**src/rtl/mmio_uart_tx.sv**
```systemverilog
// mmio_uart_tx
//   Memory-mapped UART transmitter on the core's data-memory port. Stores to
//   TXDATA queue bytes in a TX FIFO. A bit-serial FSM shifts each byte out on
//   Tx as a start bit, 8 data bits (LSB first) and a stop bit. Loads return
//   status and configuration.
//
//   Register window (16 bytes at BASE_ADDR, word aligned accesses only):
//     0x0 TXDATA  W: push DataWr[7:0]            R: 0
//     0x4 STATUS  R: {count[11:8], ovf[3], busy[2], empty[1], full[0]}
//                 W: 1 to bit3 clears the sticky overflow
//     0x8 BAUDDIV R/W [15:0] clock cycles per bit (0 behaves as 1)
//     0xC CTRL    R/W bit0 enable (reset 1), bit1 parity enable
//
// Ports:
//   Clk      in   system clock, rising edge
//   Rst      in   synchronous active-high reset
//   Address  in   [31:0] byte address from the core
//   DataWr   in   [31:0] store data
//   DMWr     in   store strobe
//   DMCtrl   in   [2:0] funct3 access size (B/H/W/BU/HU)
//   DataRd   out  [31:0] load data, combinational
//   Tx       out  serial line, idle high
//
// Optional feature: define UART_TX_PARITY_EN to add an even-parity bit
// between the data bits and the stop bit, enabled by CTRL bit1. Without the
// macro the frame is fixed 8N1 and CTRL bit1 reads 0.

module mmio_uart_tx #(
  parameter logic [31:0] BASE_ADDR   = 32'h0000_1000,
  parameter int          FIFO_DEPTH  = 8,
  parameter logic [15:0] DEFAULT_DIV = 16'd868
) (
  input  logic        Clk,
  input  logic        Rst,
  input  logic [31:0] Address,
  input  logic [31:0] DataWr,
  input  logic        DMWr,
  input  logic [2:0]  DMCtrl,
  output logic [31:0] DataRd,
  output logic        Tx
);

  localparam int PTR_W = (FIFO_DEPTH > 1) ? $clog2(FIFO_DEPTH) : 1;
  localparam int CNT_W = PTR_W + 1;
  localparam logic [CNT_W-1:0] DEPTH_C = CNT_W'(FIFO_DEPTH);

  localparam logic [1:0] OFF_TXDATA = 2'd0;
  localparam logic [1:0] OFF_STATUS = 2'd1;
  localparam logic [1:0] OFF_BAUD   = 2'd2;
  localparam logic [1:0] OFF_CTRL   = 2'd3;

`ifdef UART_TX_PARITY_EN
  typedef enum logic [2:0] {S_IDLE, S_START, S_DATA, S_PARITY, S_STOP} state_t;
`else
  typedef enum logic [2:0] {S_IDLE, S_START, S_DATA, S_STOP} state_t;
`endif

  // Load sizing: sign- or zero-extend the low byte/halfword of a register.
  function automatic logic [31:0] sizeLoad(input logic [31:0] w, input logic [2:0] ctrl);
    case (ctrl)
      3'b000:  return {{24{w[7]}}, w[7:0]};
      3'b001:  return {{16{w[15]}}, w[15:0]};
      3'b010:  return w;
      3'b100:  return {24'b0, w[7:0]};
      3'b101:  return {16'b0, w[15:0]};
      default: return 32'b0;
    endcase
  endfunction

  state_t           state;
  logic [7:0]       fifoMem [FIFO_DEPTH];
  logic [PTR_W-1:0] wrPtr, rdPtr;
  logic [CNT_W-1:0] count;
  logic             overflow;
  logic [15:0]      baudDiv;
  logic             enable;
  logic [7:0]       shiftReg;
  logic [15:0]      bitTimer;
  logic [2:0]       bitIdx;
`ifdef UART_TX_PARITY_EN
  logic             parityEn;
  logic             parityBit;
`endif

  logic        sel, wr, pushReq, pushOk, pop, full, empty, busy, bitEnd;
  logic [1:0]  offset;
  logic [15:0] effDiv, bitLoad;
  logic [3:0]  cnt4;
  logic [31:0] statusWord, ctrlWord, regWord;
  logic        unusedDataHi;

  assign sel     = (Address[31:4] == BASE_ADDR[31:4]) && (Address[1:0] == 2'b00);
  assign offset  = Address[3:2];
  assign wr      = sel && DMWr;
  assign pushReq = wr && (offset == OFF_TXDATA);
  assign full    = (count == DEPTH_C);
  assign empty   = (count == '0);
  assign busy    = (state != S_IDLE);
  assign pop     = (state == S_IDLE) && enable && !empty;
  // A pop in the same cycle frees the slot, so a push into a full FIFO is kept.
  assign pushOk  = pushReq && (!full || pop);
  assign effDiv  = (baudDiv == 16'd0) ? 16'd1 : baudDiv;
  assign bitLoad = effDiv - 16'd1;
  assign bitEnd  = (bitTimer == 16'd0);
  assign cnt4    = 4'(count);
  assign unusedDataHi = ^DataWr[31:16];

  // ---- FIFO control
  always_ff @(posedge Clk) begin
    if (Rst) begin
      wrPtr    <= '0;
      rdPtr    <= '0;
      count    <= '0;
      overflow <= 1'b0;
    end else begin
      if (pushOk) wrPtr <= wrPtr + 1'b1;
      if (pop)    rdPtr <= rdPtr + 1'b1;
      case ({pushOk, pop})
        2'b10:   count <= count + 1'b1;
        2'b01:   count <= count - 1'b1;
        default: count <= count;
      endcase
      if (pushReq && !pushOk)
        overflow <= 1'b1;
      else if (wr && (offset == OFF_STATUS) && DataWr[3])
        overflow <= 1'b0;
    end
  end

  // ---- FIFO storage
  always_ff @(posedge Clk) begin
    if (pushOk) fifoMem[wrPtr] <= DataWr[7:0];
  end

  // ---- Configuration registers
  always_ff @(posedge Clk) begin
    if (Rst) begin
      baudDiv  <= DEFAULT_DIV;
      enable   <= 1'b1;
`ifdef UART_TX_PARITY_EN
      parityEn <= 1'b0;
`endif
    end else if (wr) begin
      case (offset)
        OFF_BAUD: begin
          if (DMCtrl == 3'b000) baudDiv[7:0] <= DataWr[7:0];
          else                  baudDiv      <= DataWr[15:0];
        end
        OFF_CTRL: begin
          enable   <= DataWr[0];
`ifdef UART_TX_PARITY_EN
          parityEn <= DataWr[1];
`endif
        end
        default: ;
      endcase
    end
  end

  // ---- Shift datapath: load on pop, shift after each start/data bit
  always_ff @(posedge Clk) begin
    if (pop) begin
      shiftReg  <= fifoMem[rdPtr];
`ifdef UART_TX_PARITY_EN
      parityBit <= ^fifoMem[rdPtr];
`endif
    end else if (bitEnd && ((state == S_START) || (state == S_DATA))) begin
      shiftReg <= shiftReg >> 1;
    end
  end

  // ---- Transmit FSM; Tx is registered and changes together with state.
  // The bit timer reloads from the divider at each bit start, so divider
  // writes land on the following bit.
  always_ff @(posedge Clk) begin
    if (Rst) begin
      state    <= S_IDLE;
      Tx       <= 1'b1;
      bitTimer <= '0;
      bitIdx   <= '0;
    end else begin
      case (state)
        S_IDLE: begin
          Tx <= 1'b1;
          if (pop) begin
            state    <= S_START;
            Tx       <= 1'b0;
            bitTimer <= bitLoad;
          end
        end
        S_START: begin
          if (bitEnd) begin
            state    <= S_DATA;
            Tx       <= shiftReg[0];
            bitIdx   <= 3'd0;
            bitTimer <= bitLoad;
          end else begin
            bitTimer <= bitTimer - 16'd1;
          end
        end
        S_DATA: begin
          if (bitEnd) begin
            bitTimer <= bitLoad;
            if (bitIdx == 3'd7) begin
`ifdef UART_TX_PARITY_EN
              if (parityEn) begin
                state <= S_PARITY;
                Tx    <= parityBit;
              end else begin
                state <= S_STOP;
                Tx    <= 1'b1;
              end
`else
              state <= S_STOP;
              Tx    <= 1'b1;
`endif
            end else begin
              Tx     <= shiftReg[0];
              bitIdx <= bitIdx + 3'd1;
            end
          end else begin
            bitTimer <= bitTimer - 16'd1;
          end
        end
`ifdef UART_TX_PARITY_EN
        S_PARITY: begin
          if (bitEnd) begin
            state    <= S_STOP;
            Tx       <= 1'b1;
            bitTimer <= bitLoad;
          end else begin
            bitTimer <= bitTimer - 16'd1;
          end
        end
`endif
        S_STOP: begin
          Tx <= 1'b1;
          if (bitEnd) state <= S_IDLE;
          else        bitTimer <= bitTimer - 16'd1;
        end
        default: begin
          state <= S_IDLE;
          Tx    <= 1'b1;
        end
      endcase
    end
  end

  // ---- Load path
  assign statusWord = {20'b0, cnt4, 4'b0, overflow, busy, empty, full};
`ifdef UART_TX_PARITY_EN
  assign ctrlWord = {30'b0, parityEn, enable};
`else
  assign ctrlWord = {31'b0, enable};
`endif

  always_comb begin
    regWord = 32'b0;
    if (sel) begin
      case (offset)
        OFF_STATUS: regWord = statusWord;
        OFF_BAUD:   regWord = {16'b0, baudDiv};
        OFF_CTRL:   regWord = ctrlWord;
        default:    regWord = 32'b0;
      endcase
    end
    DataRd = sizeLoad(regWord, DMCtrl);
  end

endmodule

```
**config.mk**
```make
export PLATFORM = sky130hd
export DESIGN_NAME = mmio_uart_tx
export DESIGN_NICKNAME = d
export VERILOG_FILES = /design/src/rtl/mmio_uart_tx.sv
export SDC_FILE = /design/constraint.sdc
export NUM_CORES = 1
export LEC_CHECK = 0
export CORE_UTILIZATION = 60
export CTS_BUF_LIST = sky130_fd_sc_hd__clkbuf_2
export CTS_CLUSTER_SIZE = 30
export DETAILED_ROUTE_END_ITERATION = 8
export PLACE_DENSITY = 0.91
export REMOVE_ABC_BUFFERS = 1
export SLEW_MARGIN = 20
export SYNTH_ARGS = -nofsm -noshare
export SYNTH_HDL_FRONTEND = slang
export SYNTH_SLANG_ARGS = --single-unit
```
**constraint.sdc**
```tcl
create_clock -name Clk -period 8.8 [get_ports Clk]
set_input_delay 1.76 -clock Clk [delete_from_list [all_inputs] [get_ports Clk]]
set_output_delay 1.76 -clock Clk [all_outputs]
set_load 0.02 [all_outputs]
```
==> results_dict.tcl <==
set metrics [dict create \
    numPortBuffers 86 \
    tritoncts "yes" \
    wl_met3_um 910 \
    finalHoldViolCount 0 \
    ctsResizeCount 0 \
    seqCellArea_mm2 0.00322 \
    drt_pass1_iterations 5 \
    post_drt_wl_per_cell_um 18.6 \
    hold_path.class "flip-flop to flip-flop" \
    grt_max_degree 47 \
    clock_sinks 125 \
    setup.worst_path.start_class "primary input" \
    nNetsFinal 716 \
    place_congestion 0.890 \
    cts_buffers 17 \
    die_x_um 104 \
    end_kind "output port" \
    max_freq_mhz 147 \
    rsz0062_at_grt "no" \
    pwr_density_cell_mw_per_mm2 236 \
    power_frac_seq_pct 43.8 \
    antenna_found_initial 0 \
    placed_area_mm2 0.00705 \
    yosysUniqueCellTypes 61 \
    final_cell_mix "clkdlybuf4s50_1 (86), edfxtp_1 (72), nor2_1 (65)" \
    finClkSkew_ps 30.6 \
    overflow 0 \
    core_mm2 0.00991 \
    multi_input_area_mm2 0.00269 \
    vias 4874 \
    drtAntennaViolNets 0 \
    h-tree-depth 4 \
    start_util_pct 63.0 \
    worstSetupPathType "primary input to output port" \
    cp.arrival_ps 5050 \
    pin_count 103 \
    drive_gt1_share_pct 11.5 \
    diodes 0 \
    routed_wl_mm 14.5 \
    setup_viol 0 \
    ys_ff_latch 125 \
    grt_pass1_wl_mm 23.2 \
    cts_setup_buffers 0 \
    clockPowerShare_pct 20.8 \
    m1WireLength_mm 6.03 \
    syn-instance-count 564 \
    synth_edf_count 72 \
    netlist_top_cells_area "edfxtp_1 (35%), dfxtp_1 (17%), mux4_2 (5.8%)" \
    highest_layer "met4" \
    grt_usage_pct 27.7 \
    core.rowCount 36 \
    synth_top_cell_by_area "edfxtp_1" \
    slew_violations 0 \
    critPathMaxFanout 16 \
    cp_top_family "simple AND/OR/NAND/NOR gates" \
    clock_latency_ps 710 \
    irDropWorstVdd_mv 0.134 \
    async_flop_share_pct 0 \
    hold_buffers 0 \
    run_status "complete, no violations" \
    viasPerCell 6.26 \
    die_y_um 104 \
    netlist_area_mm2 0.00624 \
    yosysTopAreaCellShare_pct 34.6 \
    finalInstanceArea_mm2 0.00729 \
    place_hpwl_mm 10.4 \
    yosysWarnings 0 \
    p_leak_nw 2.48 \
    final.setup.tns_ps 0 \
    drc 0 \
    internal-power_mw 1.06 \
    p_comb_share_pct 35.4 \
    die_area_mm2 0.0108 \
    ys_seq_area_share_pct 51.6 \
    num-fill-cells 668 \
    clockRootBuffer "clkbuf_2" \
    worstMarginPinSlew_ps 1020 \
    cpPeakStageDelay_ps 710 \
    fin_crit_sh_pct 77.4 \
    required_ps 7040 \
    path_cells "clkdlybuf4s50_1 > nor4b_1 > nand4_1 > nor2_1 > nand4_1 > nand2_1 > clkdlybuf4s50_1" \
    final_common_cell "clkdlybuf4s50_1" \
    ys.flop_type "edfxtp_1" \
    syn_area_per_cell_um2 11.1 \
    grt_pass1_vias 4755 \
    clkTransAtPathRegs_ps 210 \
    cap_violations 0 \
    crit_buf_inv 2 \
    post-route-min-period_ps 6810 \
    power.share.switching_pct 38.6 \
    clock_path_buffers 2 \
    dr_wl_met2_mm 7.21 \
    relSlewSlack_pct 32.1 \
    drt-initial-drc-count 420 \
    area_delta_synth_final_pct 16.7 \
    p_sw_mw 0.664 \
    crit_path_top_delay_cell "clkdlybuf4s50_1" \
]
## worst paths after layout
check                                       startpoint                 endpoint  slack (ps)  cells after the start
worst max-delay path                       Address[11]               DataRd[29]        1990                      7
worst min-delay path            bitIdx[1]$_SDFFE_PP0P_   bitIdx[1]$_SDFFE_PP0P_         510                      2
worst max register to register   state[0]$_SDFFE_PP0P_  fifoMem[4][4]$_DFFE_PP_        5110                      7
worst min register to register  bitIdx[1]$_SDFFE_PP0P_   bitIdx[1]$_SDFFE_PP0P_         510                      2
## metal layers
layer  track usage, %  vias to the layer above
met5                0                        -
met4             11.6                        0
met3             5.45                       30
met2             46.0                      225
met1             35.6                     2355
li1                 -                     2264
## power groups by stage
| stage | logic (mW) | registers [mW] | clock network (mW) |
|---|---|---|---|
| 5_1_grt | 0.670 | 0.765 | 0.382 |
| 3_3_place_gp | 0.567 | 0.764 | 0 |
| 2_1_floorplan | 0.432 | 0.752 | 0 |
| 6_report | 0.609 | 0.754 | 0.358 |
| 3_5_place_dp | 0.594 | 0.767 | 0 |
| 4_1_cts | 0.599 | 0.754 | 0.360 |
## sequential cells by signal (all words and copies together) (netlist names), named ones only
register  cells
overflow      1
bitIdx        3
enable        1
baudDiv      16
wrPtr         3
rdPtr         3
bitTimer     16
shiftReg      8
Tx            1
fifoMem      64
cnt4          4
state         2
## final cells by class
| class | count | area share [%] |
|---|---|---|
| flip-flops and latches | 125 | 44.2 |
| inverters | 16 | 0.824 |
| multi-input cells | 381 | 36.9 |
| clock buffers | 17 | 1.17 |
| repair buffers | 92 | 12.4 |
| well taps | 133 | 2.28 |
| clock inverters | 15 | 2.15 |
## tightest hold or removal path, cell delays in order (launching register included)
cell and delay, ps:
dfxtp_1 380, nand2_1 70, a21oi_1 60
## Yosys cell counts, types with 4 or more instances
| cell | count |
|---|---|
| edfxtp_1 | 72 |
| nor2_1 | 65 |
| dfxtp_1 | 53 |
| o21ai_0 | 39 |
| nand2_1 | 35 |
| mux2i_1 | 28 |
| nor3_1 | 19 |
| a21oi_1 | 17 |
| nor4_1 | 17 |
| inv_1 | 16 |
| mux4_2 | 16 |
| buf_4 | 15 |
| nand3_1 | 14 |
| a22oi_1 | 13 |
| clkbuf_1 | 12 |
| ha_1 | 12 |
| nand4_1 | 9 |
| a31o_2 | 8 |
| xnor2_1 | 8 |
| and2_1 | 7 |
| buf_1 | 6 |
| nor2b_1 | 6 |
| a31oi_1 | 5 |
| o32ai_1 | 5 |
| xor2_1 | 5 |
| buf_2 | 4 |
| nor4b_1 | 4 |
| o31ai_1 | 4 |
## cell families (layout without fill, tap and decap cells)
group	after synthesis	in the layout	share of synthesized area [%]
simple gates	198	198	16.2
compound gates	110	110	11.4
flops	125	125	51.6
xor+xnor	13	13	1.82
mux	47	47	10.8
fa+ha+maj	13	13	2.72
buf+inv	58	140	5.41
## metrics by stage
step                power (mW)  setup slack [ps]  hold slack, ps  cells  util, %
finish                    1.72              1990             513    779     73.5
global route              1.82              1610             535    779     73.5
CTS                       1.71              2020             509    779     73.5
detailed placement        1.36              2020             481    747     71.1
global placement          1.33              2200             462    747     71.1
floorplan                 1.18              1990             442    522        -
No activity file was read; power rests on OpenSTA's default activity.
